$ cat src/rtl/tlc_pkg.sv
// Shared definitions for the traffic light controller: interval addresses,
// power-up interval defaults and the timer state encoding.
package tlc_pkg;

    localparam logic [1:0] BASE_ADD = 2'b00;
    localparam logic [1:0] EXT_ADD  = 2'b01;
    localparam logic [1:0] YEL_ADD  = 2'b10;

    localparam logic [3:0] DEF_BASE_SEC = 4'd6;
    localparam logic [3:0] DEF_EXT_SEC  = 4'd3;
    localparam logic [3:0] DEF_YEL_SEC  = 4'd2;

    typedef enum logic {
        ST_IDLE  = 1'b0,
        ST_COUNT = 1'b1
    } timer_state_t;

    // A zero-length interval would never expire cleanly, so it is stored as one second.
    function automatic logic [3:0] clamp_interval(input logic [3:0] value);
        return (value == 4'd0) ? 4'd1 : value;
    endfunction

endpackage

$ cat src/rtl/sec_prescaler.sv
// Divides the system clock down to a one-second strobe while enabled.
// The tick output is combinational and marks the edge on which the counter wraps.
module sec_prescaler #(
    parameter int CLK_PER_SEC = 100_000_000
) (
    input  logic clk,
    input  logic rst_n,
    input  logic clear,
    input  logic enable,
    output logic tick
);

    localparam int            PW   = (CLK_PER_SEC > 1) ? $clog2(CLK_PER_SEC) : 1;
    localparam logic [PW-1:0] LAST = PW'(CLK_PER_SEC - 1);

    logic [PW-1:0] r_count;

    assign tick = enable && !clear && (r_count == LAST);

    always_ff @(posedge clk or negedge rst_n) begin
        if (!rst_n) begin
            r_count <= '0;
        end else if (clear || !enable || (r_count == LAST)) begin
            r_count <= '0;
        end else begin
            r_count <= r_count + 1'b1;
        end
    end

endmodule

$ cat src/rtl/traffic_timer.sv
// Programmable seconds countdown for the traffic light controller: holds the
// base/ext/yellow intervals and pulses expired once per loaded interval.
module traffic_timer
    import tlc_pkg::*;
#(
    parameter int         CLK_PER_SEC = 100_000_000,
    parameter logic [3:0] DEF_BASE    = tlc_pkg::DEF_BASE_SEC,
    parameter logic [3:0] DEF_EXT     = tlc_pkg::DEF_EXT_SEC,
    parameter logic [3:0] DEF_YEL     = tlc_pkg::DEF_YEL_SEC
) (
    input  logic       clk,
    input  logic       sys_reset_n,
    input  logic       start_timer,
    input  logic [1:0] interval_address,
    input  logic       prog_sync,
    input  logic [1:0] time_param_sel,
    input  logic [3:0] time_value,
    output logic       expired,
    output logic [3:0] seconds_left,
    output logic       tick_1hz
);

    logic [3:0]   r_base;
    logic [3:0]   r_ext;
    logic [3:0]   r_yel;
    timer_state_t r_state;
    logic [3:0]   r_secs;
    logic         r_expired;
    logic         r_tick;
    logic [3:0]   w_sel_value;
    logic         w_tick;

    sec_prescaler #(
        .CLK_PER_SEC(CLK_PER_SEC)
    ) u_prescaler (
        .clk   (clk),
        .rst_n (sys_reset_n),
        .clear (start_timer),
        .enable(r_state == ST_COUNT),
        .tick  (w_tick)
    );

    always_comb begin
        w_sel_value = r_base;
        case (interval_address)
            EXT_ADD: w_sel_value = r_ext;
            YEL_ADD: w_sel_value = r_yel;
            default: w_sel_value = r_base;
        endcase
    end

    always_ff @(posedge clk or negedge sys_reset_n) begin
        if (!sys_reset_n) begin
            r_base <= DEF_BASE;
            r_ext  <= DEF_EXT;
            r_yel  <= DEF_YEL;
        end else if (prog_sync) begin
            case (time_param_sel)
                BASE_ADD: r_base <= clamp_interval(time_value);
                EXT_ADD:  r_ext  <= clamp_interval(time_value);
                YEL_ADD:  r_yel  <= clamp_interval(time_value);
                default:  ;
            endcase
        end
    end

    // A start request always wins, including over an expiry on the same edge.
    always_ff @(posedge clk or negedge sys_reset_n) begin
        if (!sys_reset_n) begin
            r_state   <= ST_IDLE;
            r_secs    <= 4'd0;
            r_expired <= 1'b0;
            r_tick    <= 1'b0;
        end else begin
            r_expired <= 1'b0;
            r_tick    <= 1'b0;
            if (start_timer) begin
                r_secs  <= w_sel_value;
                r_state <= ST_COUNT;
            end else if ((r_state == ST_COUNT) && w_tick) begin
                r_tick <= 1'b1;
                if (r_secs <= 4'd1) begin
                    r_secs    <= 4'd0;
                    r_expired <= 1'b1;
                    r_state   <= ST_IDLE;
                end else begin
                    r_secs <= r_secs - 4'd1;
                end
            end
        end
    end

    assign expired      = r_expired;
    assign seconds_left = r_secs;
    assign tick_1hz     = r_tick;

endmodule
$ cat config.mk
export PLATFORM = sky130hd
export DESIGN_NAME = traffic_timer
export DESIGN_NICKNAME = d
export VERILOG_FILES = /design/src/rtl/tlc_pkg.sv /design/src/rtl/sec_prescaler.sv /design/src/rtl/traffic_timer.sv
export SDC_FILE = /design/constraint.sdc
export NUM_CORES = 1
export LEC_CHECK = 0
export BUFFER_PORTS_ARGS = -buffer_cell sky130_fd_sc_hd__buf_4
export CAP_MARGIN = 20
export CORE_MARGIN = 2
export CORE_UTILIZATION = 55
export DETAILED_ROUTE_END_ITERATION = 6
export GPL_ROUTABILITY_DRIVEN = 0
export PLACE_DENSITY = 0.77
export SETUP_SLACK_MARGIN = 0.5
export SYNTH_ARGS = -nofsm -noshare
export SYNTH_HDL_FRONTEND = slang
export SYNTH_HIERARCHICAL = 1
export SYNTH_SLANG_ARGS = --single-unit
export TNS_END_PERCENT = 10
$ cat constraint.sdc
create_clock -name clk -period 6.5 [get_ports clk]
set_clock_uncertainty 0.15 [all_clocks]
set_input_delay 0.325 -clock clk [delete_from_list [all_inputs] [get_ports clk]]
set_output_delay 0.325 -clock clk [all_outputs]
set_load 0.05 [all_outputs]
==> qor.txt, run 1 <==
Bufs on Longest Clock Path - 2
Largest area contributor in the netlist - dfrtp_1
Final Util - 62.82%
Total core area - 4324 um2
Die H - 70.96 um
# nets final - 278
R2R cell count - 7
Seq cells post-synth - 46
Count of different cell masters after synthesis - 52
Post-synth top flop - dfrtp_1
Final Hold Slack - 0.1336 ns
Antenna violations before repair - 0
Initial DRC Count - 154
Final Hold Viols - 0
# Post-CTS Setup Buffers - 0
Synth Area per Inst - 10.02 um2
Post-DP HPWL - 3304 um
Pwr/cell area - 229.0 nW/um2
Top area cells in the synthesized netlist - dfrtp_1 42%, dfstp_2 5.3%, nor2_1 4.3%
Status - completed
CTS tree - done
Peak supply drop - 0.1315 mV
FILL cells - 366
Leakage - 1.158 nW
Io pins - 18
DRC violations left - 0
Area share of the largest cell type after synthesis - 41.60%
1st-pass router iterations - 4
Final setup viols - 0
Setup crit end kind - flip-flop
Vias in the first global route - 1719
Post-layout minimum cycle time - 2.820 ns
First-pass GRT wire length - 8176 um
Remaining antenna violation count - 0
Diode count - 0
Die ar. - 5035 um2
Worst-path clk slew - 0.08 ns
PortBufs - 17
P&R area growth vs syn - 10.15%
CTS H-tree lvls - 2
Grt total ovfl - 0
WP data arrival - 2.86 ns
CP Cell Sequence - nor4b_1 > nand4_1 > or2_1 > nor3_1 > nand2_2 > o41a_1 > o31a_1
Hold Path Stages - 2
Clk Latency, worst-skew pair - 0.30 ns
Critical Path RT - 6.54 ns
Peak Freq - 0.3546 GHz
Net count after synthesis - 263
Max cap viols - 0
Post-synth EDFFs - 0
Slew margin rel. - 61.84%
Clock Tree Root - clkbuf_8
Slowest-stage cell, CP - nor3_1
Ys Warns - 6
Total track usage - 20.57%
Num CTS Buffers - 5
Worst Max-Slew Pin Slew - 0.5680 ns
Clk sinks - 46
Die Width - 70.96 um
Crit-path max cell delay - 0.49 ns
DR vias - 1863
Post-Syn Instances - 246
Worst Hold Class - primary input to flip-flop
Vias per cell - 5.933
Slew Limit Fails - 0
Post-synth ARST share - 100.0%
Crit-path max FO - 8
Unrepaired setup endpoints after global routing - false
Seq/Total Area, Yosys - 46.93%
Worst setup SP type - flip-flop
# rows - 24
Final Cycle Share - 43.38%
Share of cells above drive strength 1 - 17.94%
Post-Syn Area - 2466 um2
Largest net degree at the start of global routing - 47
Effective utilization at floorplan - 57.03%
WS Path Type - flip-flop to flip-flop
Setup TNS - 0 ns
Drt total wl - 4756 um
DR WL/cell - 15.15 um
worst max-delay path: cells and delay by family (launching register included):
family	cells	cell delay [ns]
simple gates	5	1.50
flops	1	0.45
compound gates	2	0.61
cell usage after synthesis, drive strengths merged (5+ instances only):
master and n:
and3 7, and4 5, buf 5, clkbuf 6, dfrtp 41, dfstp 5
ha 5, inv 7, mux2 9, nand2 18, nand3 20, nand4 12
nor2 28, nor3 8, nor4 7, o21ai 5, xnor2 6, xor2 11
layout make-up:
class | instances | area, um2 | share of cell area [%]
Timing Repair Buffer | 19 | 145.1 | 5.343
Multi-Input combinational cell | 182 | 1212 | 44.63
Tap cell | 52 | 65.06 | 2.395
Sequential cell | 46 | 1157 | 42.61
Clock buffer | 6 | 72.57 | 2.672
Clock inverter | 2 | 37.54 | 1.382
Inverter | 7 | 26.28 | 0.9673
kinds of logic (layout without fill, tap and decap cells):
group | count (synthesis) | in the layout | synth area share (%)
compound gates | 31 | 31 | 9.640
xor+xnor | 17 | 17 | 6.037
fa+ha+maj | 5 | 5 | 2.537
buf+inv | 18 | 34 | 3.907
flops | 46 | 46 | 46.93
mux | 10 | 10 | 4.516
simple gates | 119 | 119 | 26.43
final timing paths:
check / end / startpoint / slack, ns
max in group asynchronous: r_base[2]$_DFFE_PN1P_ / sys_reset_n / 5.42
worst max-delay path: seconds_left[3]$_DFFE_PN0P_ / u_prescaler/r_count[10]$_DFF_PN0_ / 3.68
worst min-delay path: r_yel[3]$_DFFE_PN0P_ / time_value[3] / 0.13
worst max register to register: seconds_left[3]$_DFFE_PN0P_ / u_prescaler/r_count[10]$_DFF_PN0_ / 3.68
worst min register to register: r_yel[0]$_DFFE_PN0P_ / r_yel[0]$_DFFE_PN0P_ / 0.34
min in group asynchronous: u_prescaler/r_count[26]$_DFF_PN0_ / sys_reset_n / 0.40
per-stage QoR:
| stage | cell area [um2] | power (W) | worst slack, ns | instances |
|---|---|---|---|---|
| after global placement | 2589 | 0.0004139 | 3.814 | 304 |
| after floorplan | 2466 | 0.0003852 | 3.926 | 246 |
| after detailed placement | 2589 | 0.0004163 | 3.728 | 304 |
| after global routing | 2716 | 0.0006524 | 3.497 | 314 |
| after CTS | 2709 | 0.0006268 | 3.714 | 313 |
| final | 2716 | 0.0006221 | 3.680 | 314 |
repair_timing:
item | 4_1_cts | 5_1_grt
hold endpoints to repair | 41 | 0
setup endpoints to repair | 0 | 0
hold buffers | 1 | 0
gates resized for setup | 0 | 0
cell usage in the layout (no fill, tap or decap), types with 3 or more instances in the layout:
| cell | instances |
|---|---|
| a22oi_1 | 3 |
| nand4_1 | 12 |
| o21ai_0 | 4 |
| clkbuf_8 | 5 |
| ha_1 | 5 |
| nor2_1 | 28 |
| buf_4 | 18 |
| dfrtp_1 | 41 |
| a21oi_1 | 3 |
| and3_1 | 7 |
| nor4_1 | 6 |
| inv_1 | 7 |
| xor2_1 | 11 |
| o31a_1 | 3 |
| nand2_1 | 17 |
| o211ai_1 | 3 |
| dfstp_2 | 5 |
| nor3_1 | 7 |
| a41oi_1 | 3 |
| nand3_1 | 19 |
| mux2_2 | 9 |
| and4_1 | 5 |
| xnor2_1 | 6 |
sequential cells by signal, summed over array words and instances (netlist names):
signal and cells:
expired 1, r_base 4, r_ext 4, r_state 1, r_yel 4, seconds_left 4, tick_1hz 1, u_prescaler/r_count 27
where the power goes:
| part | internal [W] | total [W] | leakage, nW | switching, W |
|---|---|---|---|---|
| combinational | 0.0000355 | 0.0000856 | 0.512 | 0.0000500 |
| clock | 0.000115 | 0.000211 | 0.0514 | 0.0000959 |
| sequential | 0.000310 | 0.000326 | 0.594 | 0.0000163 |
layer usage:
layer	GRT usage, %	up-vias	wire [um]
met5	0	-	0
met4	6.918	0	38
met3	5.556	4	189
met2	30.32	41	2151
met1	29.56	893	2376
li1	-	925	-
Note: power is estimated with default switching activity, not from simulation.
==> run 2: changes to the inputs <==
==> constraint.sdc (replaced) <==
create_clock -name clk -period 2.7 [get_ports clk]
set_clock_uncertainty 0.15 [all_clocks]
set_input_delay 0.135 -clock clk [delete_from_list [all_inputs] [get_ports clk]]
set_output_delay 0.135 -clock clk [all_outputs]
set_load 0.05 [all_outputs]
==> qor.txt, run 2 (synthesis results as in run 1) <==
Worst-path clk slew - 0.09 ns (about the same)
Vias in the first global route - 2029 (+18%)
Commonest non-fill, non-tap cell in the layout - dfrtp_1
Switching power - 0.0003960 W (+140%)
Slowest-stage cell, CP - dfrtp_1
Worst setup SP type - flip-flop
Crit-path max cell delay - 0.40 ns (-0.09 ns)
# rows - 24 (unchanged)
Max FFs per register - 27 (unchanged)
Total core area - 4324 um2 (unchanged)
Bufs on Longest Clock Path - 2 (unchanged)
P&R area growth vs syn - 18.52%
CTS tree - done
Peak supply drop - 0.4259 mV (+220%)
Most frequent cells in the layout - 37 x dfrtp_1, 33 x buf_4, 28 x nor2_1
FILL cells - 340 (-7.1%)
Cells after DPL - 308 (+1.3%)
Total track usage - 22.98% (+2.4 points)
Share of cells above drive strength 1 - 25.53% (+7.6 points)
Final worst setup slack - 0.4938 ns (-3.186 ns)
Buf/Inv on CP - 0 (unchanged)
Clk Latency, worst-skew pair - 0.30 ns (about the same)
Die H - 70.96 um (unchanged)
Largest net degree at the start of global routing - 47 (unchanged)
CP Depth - 7 (unchanged)
Setup crit end kind - flip-flop
Switch share - 25.80% (-0.28 points)
Internal Power - 0.001139 W (+150%)
Setup TNS - 0 ns (unchanged)
Final Util - 67.59% (+4.8 points)
Effective utilization at floorplan - 57.03% (unchanged)
Area of the multi-input gates - 1245 um2 (+2.7%)
Slew Limit Fails - 0 (unchanged)
Pwr/cell area - 525.1 nW/um2 (+130%)
Storage element area - 1162 um2 (+0.43%)
Post-DP HPWL - 3434 um (+3.9%)
WS Path Type - flip-flop to flip-flop
Io pins - 18 (unchanged)
First-pass GRT wire length - 9239 um (+13%)
Final Cycle Share - 81.71% (+38 points)
Post-layout minimum cycle time - 2.206 ns (-0.6137 ns)
Critical Path RT - 2.74 ns (-3.80 ns)
Peak Freq - 0.4533 GHz (+28%)
Worst Max-Slew Pin Slew - 0.5660 ns (-0.002050 ns)
Remaining antenna violation count - 0 (unchanged)
Hold Path Stages - 4 (+2)
Antenna violations before repair - 0 (unchanged)
R2R cell count - 7 (unchanged)
Status - completed
DR vias - 2035 (+9.2%)
Most flop-heavy register - u_prescaler/r_count
Worst Hold Class - primary input to flip-flop
WP data arrival - 2.24 ns (-0.62 ns)
CP delay by family, top - simple AND/OR/NAND/NOR gates
Die ar. - 5035 um2 (unchanged)
Final Hold Viols - 0 (unchanged)
Unrepaired setup endpoints after global routing - true
Clock Tree Root - clkbuf_8
Combinational share of power - 14.2% (+0.4 points)
Drt total wl - 5420 um (+14%)
Crit-path max FO - 6 (-2)
Pre-CTS setup slack - 0.2696 ns (-3.459 ns)
Final setup viols - 0 (unchanged)
# nets final - 298 (+7.2%)
DRC violations left - 0 (unchanged)
Sequential power share - 51.1% (-1.3 points)
Vias per cell - 6.093 (+2.7%)
Die Width - 70.96 um (unchanged)
Clk sinks - 46 (unchanged)
Leakage - 1.264 nW (+9.1%)
Num CTS Buffers - 5 (unchanged)
DR WL/cell - 16.23 um (+7.1%)
CTS H-tree lvls - 2 (unchanged)
Initial DRC Count - 307 (+99%)
Grt total ovfl - 0 (unchanged)
Clock power frac - 34.7% (+0.8 points)
Final std cells w/o fill - 334 (+6.4%)
PortBufs - 17 (unchanged)
Diode count - 0 (unchanged)
Slew margin rel. - 62.27% (+0.43 points)
Max cap viols - 0 (unchanged)
1st-pass router iterations - 4 (unchanged)
CP Cell Sequence - and4_4 > nand4_1 > or2_4 > nor3_4 > nand2_2 > o41a_1 > o31a_1
Final Hold Slack - 0.01088 ns (-0.1227 ns)
==> run 2: cell count changes in the layout (fill, tap and decap cells not counted), moves of 2 or more <==
cell / change
buf_4: +15
dlygate4sd3_1: +5
dfrtp_1: -4
dfrtp_2: +4
nor3_1: -2
==> run 2: power by group through the flow <==
stage	Clock, W	Combinational (W)	Sequential (W)
after CTS	0.000537	0.000217	0.000783
after global placement	0	0.000204	0.000795
after floorplan	0	0.000109	0.000819
after detailed placement	0	0.000210	0.000796
final	0.000533	0.000218	0.000784
after global routing	0.000569	0.000240	0.000792
==> run 2: path summary, 6_finish.rpt <==
kind / startpoint / to / slack (ns)
setup / recovery: u_prescaler/r_count[15]$_DFF_PN0_ / seconds_left[3]$_DFFE_PN0P_ / 0.49
hold / removal: time_param_sel[0] / r_base[0]$_DFFE_PN0P_ / 0.01
setup reg to reg: u_prescaler/r_count[15]$_DFF_PN0_ / seconds_left[3]$_DFFE_PN0P_ / 0.49
hold reg to reg: r_ext[0]$_DFFE_PN1P_ / r_ext[0]$_DFFE_PN1P_ / 0.34
max in group asynchronous: sys_reset_n / u_prescaler/r_count[20]$_DFF_PN0_ / 1.77
min in group asynchronous: sys_reset_n / u_prescaler/r_count[23]$_DFF_PN0_ / 0.21
==> run 2: stage by stage <==
stage               power [W]  cell area, um2
finish               0.001535            2923
global placement    0.0009992            2630
detailed placement   0.001006            2630
CTS                  0.001536            2912
floorplan           0.0009278            2477
global route         0.001601            2923
==> run 2: timing repair <==
item | 4_1_cts | 5_1_grt
hold buffers | 6 | 0
endpoints found under the setup margin | 17 | 22
pin swaps | 5 | 3
gates resized for setup | 7 | 3
hold endpoints to repair | 55 | 0
setup buffers | 12 | 0
==> run 2: cell type report <==
type,count,share of cell area (%)
sequential,46,39.77
clock buffer,7,2.954
multi-input combinational,182,42.59
tap,52,2.226
timing repair buffer,39,10.53
inverter,7,0.8990
clock inverter,1,1.027
==> run 2: worst reg2reg max path: stages, from the launching register on <==
cell and delay [ns]:
dfrtp_1 0.40, and4_4 0.27, nand4_1 0.17, or2_4 0.31, nor3_4 0.17, nand2_2 0.08, o41a_1 0.30, o31a_1 0.24
==> run 2: layer usage <==
metal / wire length [um] / up-vias / global-route usage [%]
li1: - / 966 / -
met1: 2501 / 987 / 30.75
met2: 2575 / 68 / 37.59
met3: 254 / 14 / 4.416
met4: 88 / 0 / 7.966
met5: 0 / - / 0
==> run 3: changes to the inputs <==
--- a/config.mk
+++ b/config.mk
@@ -5,13 +5,14 @@
 export SDC_FILE = /design/constraint.sdc
 export NUM_CORES = 1
 export LEC_CHECK = 0
+export ABC_AREA = 1
 export BUFFER_PORTS_ARGS = -buffer_cell sky130_fd_sc_hd__buf_4
 export CAP_MARGIN = 20
 export CORE_MARGIN = 2
-export CORE_UTILIZATION = 55
+export CORE_UTILIZATION = 54
 export DETAILED_ROUTE_END_ITERATION = 6
 export GPL_ROUTABILITY_DRIVEN = 0
-export PLACE_DENSITY = 0.77
+export PLACE_DENSITY = 0.78
 export SETUP_SLACK_MARGIN = 0.5
 export SYNTH_ARGS = -nofsm -noshare
 export SYNTH_HDL_FRONTEND = slang
==> constraint.sdc (replaced) <==
create_clock -name clk -period 2 [get_ports clk]
set_clock_uncertainty 0.15 [all_clocks]
set_input_delay 0.1 -clock clk [delete_from_list [all_inputs] [get_ports clk]]
set_output_delay 0.1 -clock clk [all_outputs]
set_load 0.05 [all_outputs]
==> qor.txt, run 3 <==
Cells after DPL - 448 (+45%)
Final setup viols - 0 (unchanged)
Vias in the first global route - 2274 (+12%)
Critical Path RT - 2.09 ns (-0.65 ns)
Synth Area per Inst - 7.212 um2 (-28%)
Peak supply drop - 0.4480 mV (+5.2%)
Num CTS Buffers - 5 (unchanged)
Total track usage - 23.01% (+0.026 points)
Worst Max-Slew Pin Slew - 0.5567 ns (-0.009246 ns)
Leakage - 1.467 nW (+16%)
Slew margin rel. - 62.88% (+0.62 points)
Final Hold Viols - 0 (unchanged)
Bufs on Longest Clock Path - 2 (unchanged)
Ys Warns - 6 (unchanged)
Unrepaired setup endpoints after global routing - true
# rows - 25 (+4.2%)
Post-DP HPWL - 4017 um (+17%)
Setup crit end kind - flip-flop
Worst Hold Class - primary input to flip-flop
Slowest-stage cell, CP - dfrtp_1
Seq/Total Area, Yosys - 43.96% (-3.0 points)
Largest area contributor in the netlist - dfrtp_1
Worst-path clk slew - 0.09 ns (about the same)
Share of cells above drive strength 1 - 18.34% (-7.2 points)
Storage element area - 1159 um2 (-0.32%)
Post-synth top flop - dfrtp_1
Synth cell count leaders - 108 x nand2_1, 84 x nor2_1, 41 x dfrtp_1, 41 x inv_1, 24 x nand3_1
DRC violations left - 0 (unchanged)
Total core area - 4723 um2 (+9.2%)
Final std cells w/o fill - 476 (+43%)
Clk sinks - 46 (unchanged)
Final Cycle Share - 90.08% (+8.4 points)
P&R area growth vs syn - 20.34%
Drt total wl - 5751 um (+6.1%)
Die Width - 73.82 um (+4.0%)
Final Util - 67.07% (-0.52 points)
DR WL/cell - 12.08 um (-26%)
Status - completed
Count of different cell masters after synthesis - 22 (-58%)
Most frequent cells in the layout - 105 x nand2_1, 82 x nor2_1, 40 x dfrtp_1
CP delay by family, top - simple AND/OR/NAND/NOR gates
PortBufs - 17 (unchanged)
Net count after synthesis - 382 (+45%)
# nets final - 425 (+43%)
Post-synth ARST share - 100.0% (unchanged)
Post-layout minimum cycle time - 1.802 ns (-0.4045 ns)
Post-Syn Instances - 365 (+48%)
Peak Freq - 0.5550 GHz (+22%)
1st-pass router iterations - 5 (+1)
WS Path Type - flip-flop to flip-flop
Die H - 73.82 um (+4.0%)
CTS H-tree lvls - 2 (unchanged)
Worst setup SP type - flip-flop
Largest net degree at the start of global routing - 47 (unchanged)
Max cap viols - 0 (unchanged)
Post-synth EDFFs - 0 (unchanged)
Clock Tree Root - clkbuf_8
Area of the multi-input gates - 1349 um2 (+8.3%)
Count leader, synth - nand2_1
Slew Limit Fails - 0 (unchanged)
CP Cell Sequence - ha_4 > nand3_4 > inv_4 > nand2_4 > inv_2 > nand2_2 > nor3_2 > nand2_1 > inv_2 > nand2_4 > nor2_4 > nand2_1 > nand3_2
Post-Syn Area - 2633 um2 (+6.7%)
WP data arrival - 1.89 ns (-0.35 ns)
Area share of the largest cell type after synthesis - 38.97% (-2.6 points)
Buf/Inv on CP - 3 (+3)
Pwr/cell area - 646.7 nW/um2 (+23%)
Crit-path max cell delay - 0.40 ns (about the same)
Final Hold Slack - 0.04279 ns (+0.03191 ns)
Most flop-heavy register - u_prescaler/r_count
Remaining antenna violation count - 0 (unchanged)
DR vias - 2374 (+17%)
FILL cells - 393 (+16%)
Vias per cell - 4.987 (-18%)
Clk Latency, worst-skew pair - 0.30 ns (about the same)
First-pass GRT wire length - 9846 um (+6.6%)
Effective utilization at floorplan - 55.74% (-1.3 points)
Diode count - 0 (unchanged)
Io pins - 18 (unchanged)
Commonest non-fill, non-tap cell in the layout - nand2_1
Top area cells in the synthesized netlist - dfrtp_1 39%, nand2_1 15%, nor2_1 12%
Crit-path max FO - 4 (-2)
Die ar. - 5449 um2 (+8.2%)
Antenna violations before repair - 0 (unchanged)
Seq cells post-synth - 46 (unchanged)
CTS tree - done
Max FFs per register - 27 (unchanged)
Setup TNS - 0 ns (unchanged)
Initial DRC Count - 269 (-12%)
Grt total ovfl - 0 (unchanged)
-- run 3: logic make-up after synthesis --
logic type | share of synthesized area [%]
xor gates and xnor gates | 5.323
and+or+nand+nor | 37.74
AOI/OAI and AO/OA | 3.612
buffers and inverters | 6.987
adders and majority gates | 2.376
DFF | 43.96
-- run 3: stage by stage --
stage               worst slack [ns]  total power (W)  area [um2]
global placement              0.2009         0.001351        2855
finish                        0.1983         0.002049        3168
global route                 0.09540         0.002162        3168
floorplan                     0.3017         0.001261        2659
detailed placement            0.1421         0.001358        2855
CTS                           0.2789         0.002070        3103
-- run 3: layout make-up --
cell class | count | area share [%]
inverter | 43 | 5.174
multi-input combinational | 274 | 42.57
sequential | 46 | 36.57
tap | 67 | 2.646
clock buffer | 5 | 2.172
clock inverter | 3 | 1.382
timing repair buffer | 38 | 9.479
-- run 3: tightest hold or removal path: stages --
cell and delay [ns]:
buf_4 0.10, inv_1 0.04, nand2_1 0.09, nor2_1 0.10
a21oi_1 0.05
-- run 3: repair_timing --
action	4_1_cts	5_1_grt
pin swaps	1	3
gates resized for setup	3	9
buffers inserted	9	5
hold buffers	6	0
endpoints found under the setup margin	34	34
hold endpoints to repair	52	0
-- run 3: power breakdown --
part	switching, W	leakage (nW)	internal (W)
Clock	0.000316	0.0585	0.000374
Combinational	0.000199	0.812	0.000114
Sequential	0.0000459	0.596	0.000999
-- run 3: routing by layer --
metal / part of all wire (%) / vias up / global-route usage, % / routed length (um)
met5: 0 / - / 0 / 0
met4: 0.92 / 0 / 5.859 / 53
met3: 6.5 / 6 / 4.527 / 374
met2: 45 / 82 / 36.90 / 2604
met1: 47 / 1081 / 31.91 / 2718
li1: - / 1205 / - / -
-- run 3: path summary, 6_finish.rpt --
kind | startpoint | to | slack (ns) | depth (start not counted)
setup reg to reg | u_prescaler/r_count[1]$_DFF_PN0_ | seconds_left[1]$_DFFE_PN0P_ | 0.20 | 13
hold reg to reg | r_ext[0]$_DFFE_PN1P_ | r_ext[0]$_DFFE_PN1P_ | 0.33 | 2
setup / recovery | u_prescaler/r_count[1]$_DFF_PN0_ | seconds_left[1]$_DFFE_PN0P_ | 0.20 | 13
max in group asynchronous | sys_reset_n | seconds_left[0]$_DFFE_PN0P_ | 1.11 | 2
min in group asynchronous | sys_reset_n | u_prescaler/r_count[1]$_DFF_PN0_ | 0.18 | 2
hold / removal | time_value[0] | r_ext[0]$_DFFE_PN1P_ | 0.04 | 5
